[config.mk]
export PLATFORM = sky130hd
export DESIGN_NAME = adma_fifo
export DESIGN_NICKNAME = d
export VERILOG_FILES = /design/src/rtl/adma_fifo.sv
export SDC_FILE = /design/constraint.sdc
export NUM_CORES = 1
export LEC_CHECK = 0
export BUFFER_PORTS_ARGS = -buffer_cell sky130_fd_sc_hd__buf_2
export CAP_MARGIN = 15
export CORE_MARGIN = 3
export CORE_UTILIZATION = 60
export DETAILED_ROUTE_END_ITERATION = 10
export PLACE_DENSITY = 0.78
export SKIP_CTS_REPAIR_TIMING = 1
export SYNTH_ARGS = -nofsm -noshare
export SYNTH_HDL_FRONTEND = slang
export SYNTH_SLANG_ARGS = --single-unit
[constraint.sdc]
create_clock -name CLK -period 7.6 [get_ports CLK]
set_clock_uncertainty 0.1 [all_clocks]
set_input_delay 1.52 -clock CLK [delete_from_list [all_inputs] [get_ports CLK]]
set_output_delay 1.52 -clock CLK [all_outputs]
set_load 0.005 [all_outputs]
[src/rtl/adma_fifo.sv]
// rtl/adma_fifo.sv - first-word-fall-through data FIFO between ADMA engine and SD data serializer
module adma_fifo #(
  parameter int DATA_WIDTH = 32,
  parameter int ADDR_WIDTH = 4,
  parameter int AF_LEVEL   = 12,
  parameter int AE_LEVEL   = 4
) (
  input  logic                  CLK,
  input  logic                  RESET,
  input  logic                  flush,
  input  logic                  fifo_write,
  input  logic [DATA_WIDTH-1:0] data_to_fifo,
  input  logic                  fifo_read,
  output logic [DATA_WIDTH-1:0] data_from_fifo,
  output logic                  fifo_full,
  output logic                  fifo_empty,
  output logic                  almost_full,
  output logic                  almost_empty,
  output logic [ADDR_WIDTH:0]   level,
  output logic                  overflow,
  output logic                  underflow
);

  localparam int DEPTH = 2 ** ADDR_WIDTH;
  localparam logic [ADDR_WIDTH:0] LVL_ONE  = (ADDR_WIDTH+1)'(1);
  localparam logic [ADDR_WIDTH:0] LVL_FULL = (ADDR_WIDTH+1)'(DEPTH);
  localparam logic [ADDR_WIDTH:0] LVL_AF   = (ADDR_WIDTH+1)'(AF_LEVEL);
  localparam logic [ADDR_WIDTH:0] LVL_AE   = (ADDR_WIDTH+1)'(AE_LEVEL);
  localparam logic [ADDR_WIDTH-1:0] PTR_ONE = ADDR_WIDTH'(1);

  // One-hot occupancy class; always tracks level_q.
  typedef enum logic [2:0] {
    ST_EMPTY   = 3'b001,
    ST_PARTIAL = 3'b010,
    ST_FULL    = 3'b100
  } state_t;

  logic [DATA_WIDTH-1:0] mem_q [DEPTH];
  logic [ADDR_WIDTH-1:0] wr_ptr_q, wr_ptr_d;
  logic [ADDR_WIDTH-1:0] rd_ptr_q, rd_ptr_d;
  logic [ADDR_WIDTH:0]   level_q, level_d;
  logic                  overflow_q, overflow_d;
  logic                  underflow_q, underflow_d;
  state_t                state_q, state_d;
  logic                  push_ok, pop_ok;

  // Flags decode from the registered level only, so they never glitch mid-cycle.
  always_comb begin
    level          = level_q;
    fifo_empty     = (level_q == '0);
    fifo_full      = (level_q == LVL_FULL);
    almost_full    = (level_q >= LVL_AF);
    almost_empty   = (level_q <= LVL_AE);
    overflow       = overflow_q;
    underflow      = underflow_q;
    data_from_fifo = fifo_empty ? '0 : mem_q[rd_ptr_q];
    // A pop frees a slot in the same edge, so a full FIFO still takes a push alongside a pop.
    pop_ok         = fifo_read & ~fifo_empty;
    push_ok        = fifo_write & (~fifo_full | pop_ok);
  end

  // Next pointer, level and sticky-error values; flush clears everything and drops this cycle's traffic.
  always_comb begin
    wr_ptr_d    = wr_ptr_q;
    rd_ptr_d    = rd_ptr_q;
    level_d     = level_q;
    overflow_d  = overflow_q;
    underflow_d = underflow_q;
    if (flush) begin
      wr_ptr_d    = '0;
      rd_ptr_d    = '0;
      level_d     = '0;
      overflow_d  = 1'b0;
      underflow_d = 1'b0;
    end else begin
      if (push_ok) wr_ptr_d = wr_ptr_q + PTR_ONE;
      if (pop_ok)  rd_ptr_d = rd_ptr_q + PTR_ONE;
      if (push_ok && !pop_ok) level_d = level_q + LVL_ONE;
      if (pop_ok && !push_ok) level_d = level_q - LVL_ONE;
      if (fifo_write && !push_ok) overflow_d  = 1'b1;
      if (fifo_read && !pop_ok)   underflow_d = 1'b1;
    end
  end

  // Occupancy state machine next-state; unknown encodings recover to empty.
  always_comb begin
    state_d = state_q;
    case (state_q)
      ST_EMPTY:   if (push_ok) state_d = ST_PARTIAL;
      ST_PARTIAL: begin
        if (pop_ok && !push_ok && level_q == LVL_ONE)
          state_d = ST_EMPTY;
        else if (push_ok && !pop_ok && level_q == LVL_FULL - LVL_ONE)
          state_d = ST_FULL;
      end
      ST_FULL:    if (pop_ok && !push_ok) state_d = ST_PARTIAL;
      default:    state_d = ST_EMPTY;
    endcase
    if (flush) state_d = ST_EMPTY;
  end

  // Control registers with synchronous reset.
  always_ff @(posedge CLK) begin
    if (RESET) begin
      wr_ptr_q    <= '0;
      rd_ptr_q    <= '0;
      level_q     <= '0;
      overflow_q  <= 1'b0;
      underflow_q <= 1'b0;
      state_q     <= ST_EMPTY;
    end else begin
      wr_ptr_q    <= wr_ptr_d;
      rd_ptr_q    <= rd_ptr_d;
      level_q     <= level_d;
      overflow_q  <= overflow_d;
      underflow_q <= underflow_d;
      state_q     <= state_d;
    end
  end

  // Storage write; contents are left untouched by reset and flush.
  always_ff @(posedge CLK) begin
    if (!RESET && !flush && push_ok) mem_q[wr_ptr_q] <= data_to_fifo;
  end

endmodule

==> run metrics <==
die height ~190 µm; flop-to-flop setup slack 4460 ps; P per Cell Area 252 nW/µm²; Least-Margin Pin Slew approximately 1100 ps; outcome complete, no violations; fill count 2049; cell count after synthesis 919; Placed Cells 1422; total congestion overflow 0; Pins Over Slew Limit 0; drt first pass iters 5; Syn Nets a little under 1000; Die ar. around 37000 µm²; Core Rows between 60 and 70; Root Buffer clkbuf_16; first-pass GRT wire length between 60 and 70 mm; setup violators final 0; Clk Latency, worst-skew pair roughly 550 ps; fraction of the yosys area taken by sequential cells 0.766; initial antenna violation count 6; Crit path required time between 5000 and 6000 ps; Final min period 5060 ps; P&R area growth vs syn 12.4%; Crit Path Max Fanout just under 60; number of flops mapped to enable cells by yosys 512; Routed Antenna Nets 0; Initial Utilization 0.610; Finished Cell Area around 23000 µm²; largest net degree at the start of global routing 67; WL final between 40 and 50 mm; H-Tree Level Count 2; Final WS setup 2540 ps; fin util 0.686; Synth Cell Area just over 20000 µm²; R2R Path Start level[0]; placed inst area 21500 µm²; Layout Cells excl Fill ~1500; initial DRC count 908; Clock Tree Buf Depth 3; area of the core 33700 µm²; clock sink count approximately 530; CP endpoint kind output pin; Placer Congestion 0.734; fin crit share 0.665; hold depth 2; #FFs+latches synth 531; commonest non-fill, non-tap cell in the layout edfxtp_1; Worst setup SP type register; Via density roughly 6.4; Max-Cap Viols 0; Via Count 9719; most frequent cells in the layout edfxtp_1 (512), mux4_2 (128), buf_2 (79); post-synthesis average cell area roughly 22 µm²; Final TNS setup 0 ps; Clock transition at path regs 60 ps; Place WS between 3000 and 4000 ps; crit path DAT 3440 ps; Ys Warns 0; IO Count 80; Synth Area in Compound Gates 0.0248; VDD IR max approximately 0.17 mV; leakage power 7.27 nW; Inserted Clock Buffers 50; Post-DP HPWL about 20 mm; Synth cell types 46; slowest stage cell, crit path buf_4; post-synthesis mux area share 0.160; Largest stage delay, worst path approximately 830 ps; final count of hold timing violations 0; CP cell instances buf_4, mux4_2, mux2_2, a221o_1, buf_2; Main synth FF type edfxtp_1; relative slew slack 0.275; XOR/XNOR share of the synthesized area 0.00170; # port buffers 79; Horiz. Die Dim between 150 and 200 µm; main combinational cell family by area after synthesis multiplexers; asr flop ratio synth 0; per-cell routed wire length around 28 µm; HP Class reg2reg; crit path capture data_from_fifo[3]; Post-Synth Simple-Gate Area 0.0268; reg2reg path depth 5; Fmax achieved 198 MHz; nets approximately 1100; post-synthesis adder-cell area fraction 0.00584; Remaining DRCs 0; layout cells sized above 1 0.336; Worst Path Class, Setup reg2out; Min Hold Slack ~370 ps; CTS tree built; vias in the first global route a little over 10000; total power about 5.8 mW; RSZ-0062 raised after global routing no; GRT Resource Usage Total 0.239; R2R Path End mem_q[11][22]
==> how the worst min path moves through the flow <==
stage / startpoint / to / slack, ps
floorplan: rd_ptr_q[3] / register / 360
global placement: underflow / underflow / 340
detailed placement: overflow / overflow / 360
CTS: overflow / overflow / 380
global route: rd_ptr_q[3] / register / 400
finish: overflow / overflow / 370
==> logic make-up after synthesis <==
logic type / Yosys count
simple gates: 102
flops: 531
mux: 164
buf+inv: 51
fa+ha+maj: 9
compound gates: 58
xor+xnor: 4
==> worst max-delay path, delay by kind of cell, from the launching register on <==
| family | cells | cell delay [ps] |
|---|---|---|
| flops | 1 | 580 |
| mux | 2 | 900 |
| buf+inv | 2 | 980 |
| compound gates | 1 | 350 |
==> area by class of cell <==
cell class                 count  area (µm²)  share of cell area
clock buffer                  58        1300              0.0563
sequential                   531       15800               0.682
multi-input combinational    337        4620               0.200
inverter                       5        18.8            0.000812
timing repair buffer         101         573              0.0248
tap                          448         561              0.0242
clock inverter                31         268              0.0116
antenna                        2        5.00            0.000217
==> state kept, by name, summed over array words and instances, names as in the netlist, named ones only <==
signal / cells
mem_q: 512
underflow: 1
rd_ptr_q: 4
level: 5
wr_ptr_q: 4
overflow: 1
==> synthesized netlist by cell type, types with 6 or more instances <==
cell type / instances / area, µm²
mux2_2: 33 / 372
buf_1: 6 / 22.5
ha_1: 8 / 100
a21oi_1: 6 / 30.0
mux4_2: 128 / 2880
edfxtp_1: 512 / 15400
nor2b_1: 33 / 206
nand2_1: 12 / 45.0
a221o_1: 32 / 320
buf_6: 11 / 124
buf_2: 19 / 95.1
nor3_1: 6 / 30.0
dfxtp_1: 19 / 380
nor2_1: 32 / 120
==> metal layers <==
metal | up-vias | routed length (µm) | GRT usage
met2 | 459 | 21000 | 0.387
li1 | 4084 | - | -
met3 | 90 | 3400 | 0.0422
met4 | 8 | 1000 | 0.0669
met5 | - | 47 | 0
met1 | 5078 | 16600 | 0.345
==> report_power, final <==
group	switching (mW)	internal, mW
Clock	1.01	1.39
Sequential	0.0121	3.21
Combinational	0.118	0.0813
Total	1.14	4.68
No activity file was read; power rests on OpenSTA's default activity.
